===== src/rtl/mux8_pkg.sv =====
// mux8_pkg: default width and reset word shared by byte-wide datapath muxes
package mux8_pkg;
  localparam int MUX_WIDTH = 8;
  localparam logic [MUX_WIDTH-1:0] MUX_RST_VAL = '0;
endpackage


===== src/rtl/mux8_mux2_comb.sv =====
// mux2_comb: pure combinational WIDTH-bit 2:1 select; an unknown s merges a and b bitwise
module mux2_comb #(
  parameter int WIDTH = 8
) (
  input  logic [WIDTH-1:0] a,
  input  logic [WIDTH-1:0] b,
  input  logic             s,
  output logic [WIDTH-1:0] y
);
  assign y = s ? b : a;
endmodule


===== src/rtl/mux8.sv =====
// mux8: 2:1 word multiplexer with optional output register, valid tracking and async reset forcing
module mux8
  import mux8_pkg::*;
#(
  parameter int               WIDTH   = MUX_WIDTH,
  parameter bit               REG_OUT = 1'b1,
  parameter logic [WIDTH-1:0] RST_VAL = WIDTH'(MUX_RST_VAL)
) (
  input  logic             clk,
  input  logic             rst,
  input  logic [WIDTH-1:0] a,
  input  logic [WIDTH-1:0] b,
  input  logic             s,
  input  logic             in_valid,
  output logic [WIDTH-1:0] y,
  output logic             out_valid
);
  logic [WIDTH-1:0] sel;
  mux2_comb #(.WIDTH(WIDTH)) u_sel (.a(a), .b(b), .s(s), .y(sel));
  if (REG_OUT) begin : g_reg
    logic [WIDTH-1:0] y_q;
    logic             v_q;
    // capture the selected word on valid cycles; hold it otherwise while valid drops
    always_ff @(posedge clk or posedge rst) begin
      if (rst) begin
        y_q <= RST_VAL;
        v_q <= 1'b0;
      end else begin
        if (in_valid) y_q <= sel;
        v_q <= in_valid;
      end
    end
    assign y         = y_q;
    assign out_valid = v_q;
  end else begin : g_comb
    assign y         = rst ? RST_VAL : sel;
    assign out_valid = !rst && in_valid;
  end
endmodule


===== config.mk =====
export PLATFORM = sky130hd
export DESIGN_NAME = mux8
export DESIGN_NICKNAME = d
export VERILOG_FILES = /design/src/rtl/mux8_pkg.sv /design/src/rtl/mux8_mux2_comb.sv /design/src/rtl/mux8.sv
export SDC_FILE = /design/constraint.sdc
export NUM_CORES = 1
export LEC_CHECK = 0
export ABC_AREA = 0
export CAP_MARGIN = 40
export CORE_AREA = 2 2 39 41
export CTS_CLUSTER_DIAMETER = 40
export DETAILED_ROUTE_END_ITERATION = 8
export DIE_AREA = 0 0 41 43
export PLACE_DENSITY = 0.89
export SLEW_MARGIN = 20
export SYNTH_ARGS = -nofsm -noshare
export SYNTH_HDL_FRONTEND = slang
export SYNTH_HIERARCHICAL = 1
export SYNTH_SLANG_ARGS = --single-unit

===== constraint.sdc =====
create_clock -name clk -period 2 [get_ports clk]
set_clock_uncertainty 0.2 [all_clocks]
set_input_delay 0.3 -clock clk [delete_from_list [all_inputs] [get_ports clk]]
set_output_delay 0.3 -clock clk [all_outputs]
set_load 0.05 [all_outputs]

# Word-level counts from Yosys, hierarchy flattened
# Cells that the tools add are included.
# op_classes
n_addsub	0
multipliers	0
n_div	0
magnitude_cmp	0
eq_ne	0
shifts	0
mux	1
n_bitwise	0
reduce_logical	0
# op_table
op	n
2-to-1 mux 8 bit	1
# word_totals
regBits	9
latch_bits	0
mem_bits_rw	0
romBits	0
in_bits	20
output_inout_bits	9
mem_count	0

# Depth between registers and ports, before layout
# Gate-level depths: netlist (run 1).
# logic_depth
word_depth	1
mapped_depth	3
ltp_nobuf	2

# Hierarchy
# Netlist (run 1), hierarchy kept.
# by_module_without_submodules
mod	instances	cells_each	area_each_um2	seq_area_each_um2
mux8	1	19	360.3	225.2
mux2_comb	1	9	131.4	0.0

# Worst setup path after synthesis (run 1)
# OpenSTA, ideal clock, no wires.
# synth_timing
path_kind	input port to flip-flop
from	input port s
to	register g_reg.y_q[0], in the netlist y[0]
setup_time_ns	0.125
arrival_ns	0.965
setup_slack_ns	0.710
path_stages	3
n_path_buf	1
cell_sequence	buf_6 -> mux2_4 -> mux2_4
# synth_via
elab_chain_len	1
# synth_rtl
element	line	source
start, declared	mux8.sv:13	input logic s,
2-to-1 mux 8 bit	mux8_mux2_comb.sv:10	assign y = s ? b : a;
named net sel[0]	mux8.sv:18	logic [WIDTH-1:0] sel;
end signal, assigned	mux8.sv:29	if (in_valid) y_q <= sel;
end, declared	mux8.sv:21	logic [WIDTH-1:0] y_q;
# The timed path passes the listed nets, and every way through them passes these cells.
# A chain may end at the register's enable or synchronous reset.

# Worst setup path in the final report (run 1)
# layout_timing
from	register g_reg.y_q[7], in the netlist y[7]
to	output port y[7]
# layout_rtl
element	line	source
end, declared	mux8.sv:15	output logic [WIDTH-1:0] y,
# No word-level cell between the ends.

==> flow_summary.toml, run 1 <==
[detailed_routing]
vias_per_cell = 4.45
post_drt_wl_per_cell_um = 11.4
drt_pass1_iterations = 2
drc = 0
wirelength_um = 887
num_vias = 347
initialDrtViolationCount = 1
detail-route-antenna-nets = 0

[cells_and_area]
fin_nets = 83
fill_cells = 126
syn2layout_area_growth_pct = 67.7
regArea_um2 = 225
diodes = 0
drive_above_1_share_pct = 40.3
postLayoutCoreUtil_pct = 59.6
layout_common_cells = "27 x clkdlybuf4s50_1, 16 x mux2_4, 9 x dfrtp_1, 5 x buf_4, 3 x clkbuf_4"
final_common_cell = "clkdlybuf4s50_1"
multi_input_area_um2 = 240

[logic_synthesis]
synth.avg_cell_area_um2 = 17.6
yosys_warnings = 6
synthesis.area_um2 = 492
synth_nets = 48
synth_seq_cells = 9
ys_seq_area_share_pct = 45.8
postSynthCellCount = 28
ys_types = 4

[grt]
grt_usage_pct = 12.7
grt_max_degree = 10
grt_pass1_vias = 365
grt_pass1_wl_um = 1450
grt_overflow = 0
antenna_found_initial = 0

[setup_path]
rr_startpoint = "y[1]$_DFFE_PP0P_"
cp_top_family = "buffers and inverters"
slowest_stage = "clkdlybuf4s50_1"
ff2ff_path_depth = 1
startpoint = "y[7]$_DFFE_PP0P_"
arrival_ns = 1.42
cp.required_ns = 1.50
r2r-end = "y[1]$_DFFE_PP0P_"
r2r_setup_slack_ns = 1.03
worstSetupPathType = "flop to primary output"
critPathBufInv = 1
cp_max_fo = 2
slowest_delay_ns = 0.81
end_kind = "primary output"
crit_path_cell_trace = "clkdlybuf4s50_1"
path_depth = 1
start_kind = "flop"
worstSetupEndpoint = "y[7]"

[placed_design]
dp_slack_ns = 0.180
place.gp.congestion = 0.603
post-dp-hpwl_um = 756
io_buffer_count = 28

[sta]
grt_setup_unrepaired = "no"
fin_ws_ns = 0.0818
tightest_slew_ns = 0.505
finalMaxSlewViolations = 0
period_needed_ns = 1.92
tns_ns = 0
finalSetupViolCount = 0
relSlewSlack_pct = 66.2
finalCritPeriodShare_pct = 95.9
fmax_mhz = 521
finalHoldViolCount = 0

[cts]
htreeDepth = 1
holdBufCountCts = 0
cts_tree = "done"
cts_setup_buffers = 0
cts_buffer_depth = 2
cts_resized = 0
cts-buffers-inserted = 3
clk_latency_ns = 0.25
clock_sinks = 9
root_buffer = "clkbuf_4"
clk_pin_slew_ns = 0.07

[floorplan]
start_util_pct = 35.5
die-width_um = 41
die_h_um = 43
io_pins = 29
std_cell_rows = 14
dieArea_mm2 = 0.00176
core_mm2 = 0.00138

[power_and_ir_drop]
cellLeakagePower_nw = 0.389
pwr_density_cell_mw_per_mm2 = 700
ir_drop_mv = 0.427

[run_status]
outcome = "completed"

[worst_hold_path]
hp-class = "input port to async pin"

[flow_run]
drv_cap = 0
final cells by class:
type | count | share of cell area [%]
repair buffers | 32 | 37.3
multi-input cells | 16 | 29.1
flip-flops and latches | 9 | 27.3
clock inverters | 1 | 0.607
inverters | 1 | 0.455
clock buffers | 3 | 2.73
well taps | 16 | 2.43
cell usage after synthesis, drive strengths merged:
master   n  area [um2]
dfrtp    9         225
buf      2        22.5
mux2    16         240
inv      1        3.75
cells by family (layout without fill, tap and decap cells):
kind of cell / count (synthesis) / in the layout / share of synthesized area (%)
buffers and inverters: 3 / 37 / 5.34
flip-flops: 9 / 9 / 45.8
multiplexers: 16 / 16 / 48.9
how the worst min path moves through the flow:
stage	start	endpoint	slack, ns	cells past startpoint
5_1_grt	rst	y[5]$_DFFE_PP0P_	0.14	2
4_1_cts	rst	y[6]$_DFFE_PP0P_	0.1	2
3_3_place_gp	y[6]$_DFFE_PP0P_	y[6]$_DFFE_PP0P_	0.29	1
6_report	rst	out_valid$_DFF_PP0_	0.09	2
2_1_floorplan	rst	out_valid$_DFF_PP0_	-0.07	1
3_5_place_dp	y[6]$_DFFE_PP0P_	y[6]$_DFFE_PP0P_	0.30	1
report_power, final:
group	switching [mW]	internal (mW)	total, mW
clock network	0.0585	0.0733	0.132
registers	0.0122	0.203	0.216
logic	0.110	0.119	0.229
flip-flops by register name (all words and copies together), names as in the netlist:
register	flops
y	8
out_valid	1
metal layers:
metal	track usage (%)	wire [um]	vias to the layer above
met5	0	0	-
met4	6.00	14	0
met3	3.66	59	2
met2	19.4	460	18
met1	15.9	352	160
li1	-	-	167
through the flow:
stage	hold slack [ns]	total power, mW	instances	area [um2]
global route	0.140	0.602	78	825
global placement	0.294	0.448	74	797
floorplan	-0.0721	0.361	28	492
CTS	0.0984	0.584	78	825
detailed placement	0.296	0.450	74	797
finish	0.0905	0.577	78	825
Note: power is estimated with default switching activity, not from simulation.
==> run 2: changes to the inputs <==
--- a/config.mk
+++ b/config.mk
@@ -8,7 +8,6 @@
 export ABC_AREA = 0
 export CAP_MARGIN = 40
 export CORE_AREA = 2 2 39 41
-export CTS_CLUSTER_DIAMETER = 40
 export DETAILED_ROUTE_END_ITERATION = 8
 export DIE_AREA = 0 0 41 43
 export PLACE_DENSITY = 0.89
==> results of run 2 <==
Final layout, timing and power as in run 1 (identical DEF).
==> run 3: changes to the inputs <==
--- a/config.mk
+++ b/config.mk
@@ -8,6 +8,7 @@
 export ABC_AREA = 0
 export CAP_MARGIN = 40
 export CORE_AREA = 2 2 39 41
+export CTS_CLUSTER_DIAMETER = 200
 export DETAILED_ROUTE_END_ITERATION = 8
 export DIE_AREA = 0 0 41 43
 export PLACE_DENSITY = 0.89
==> results of run 3 <==
Final layout, timing and power as in run 1 (identical DEF).
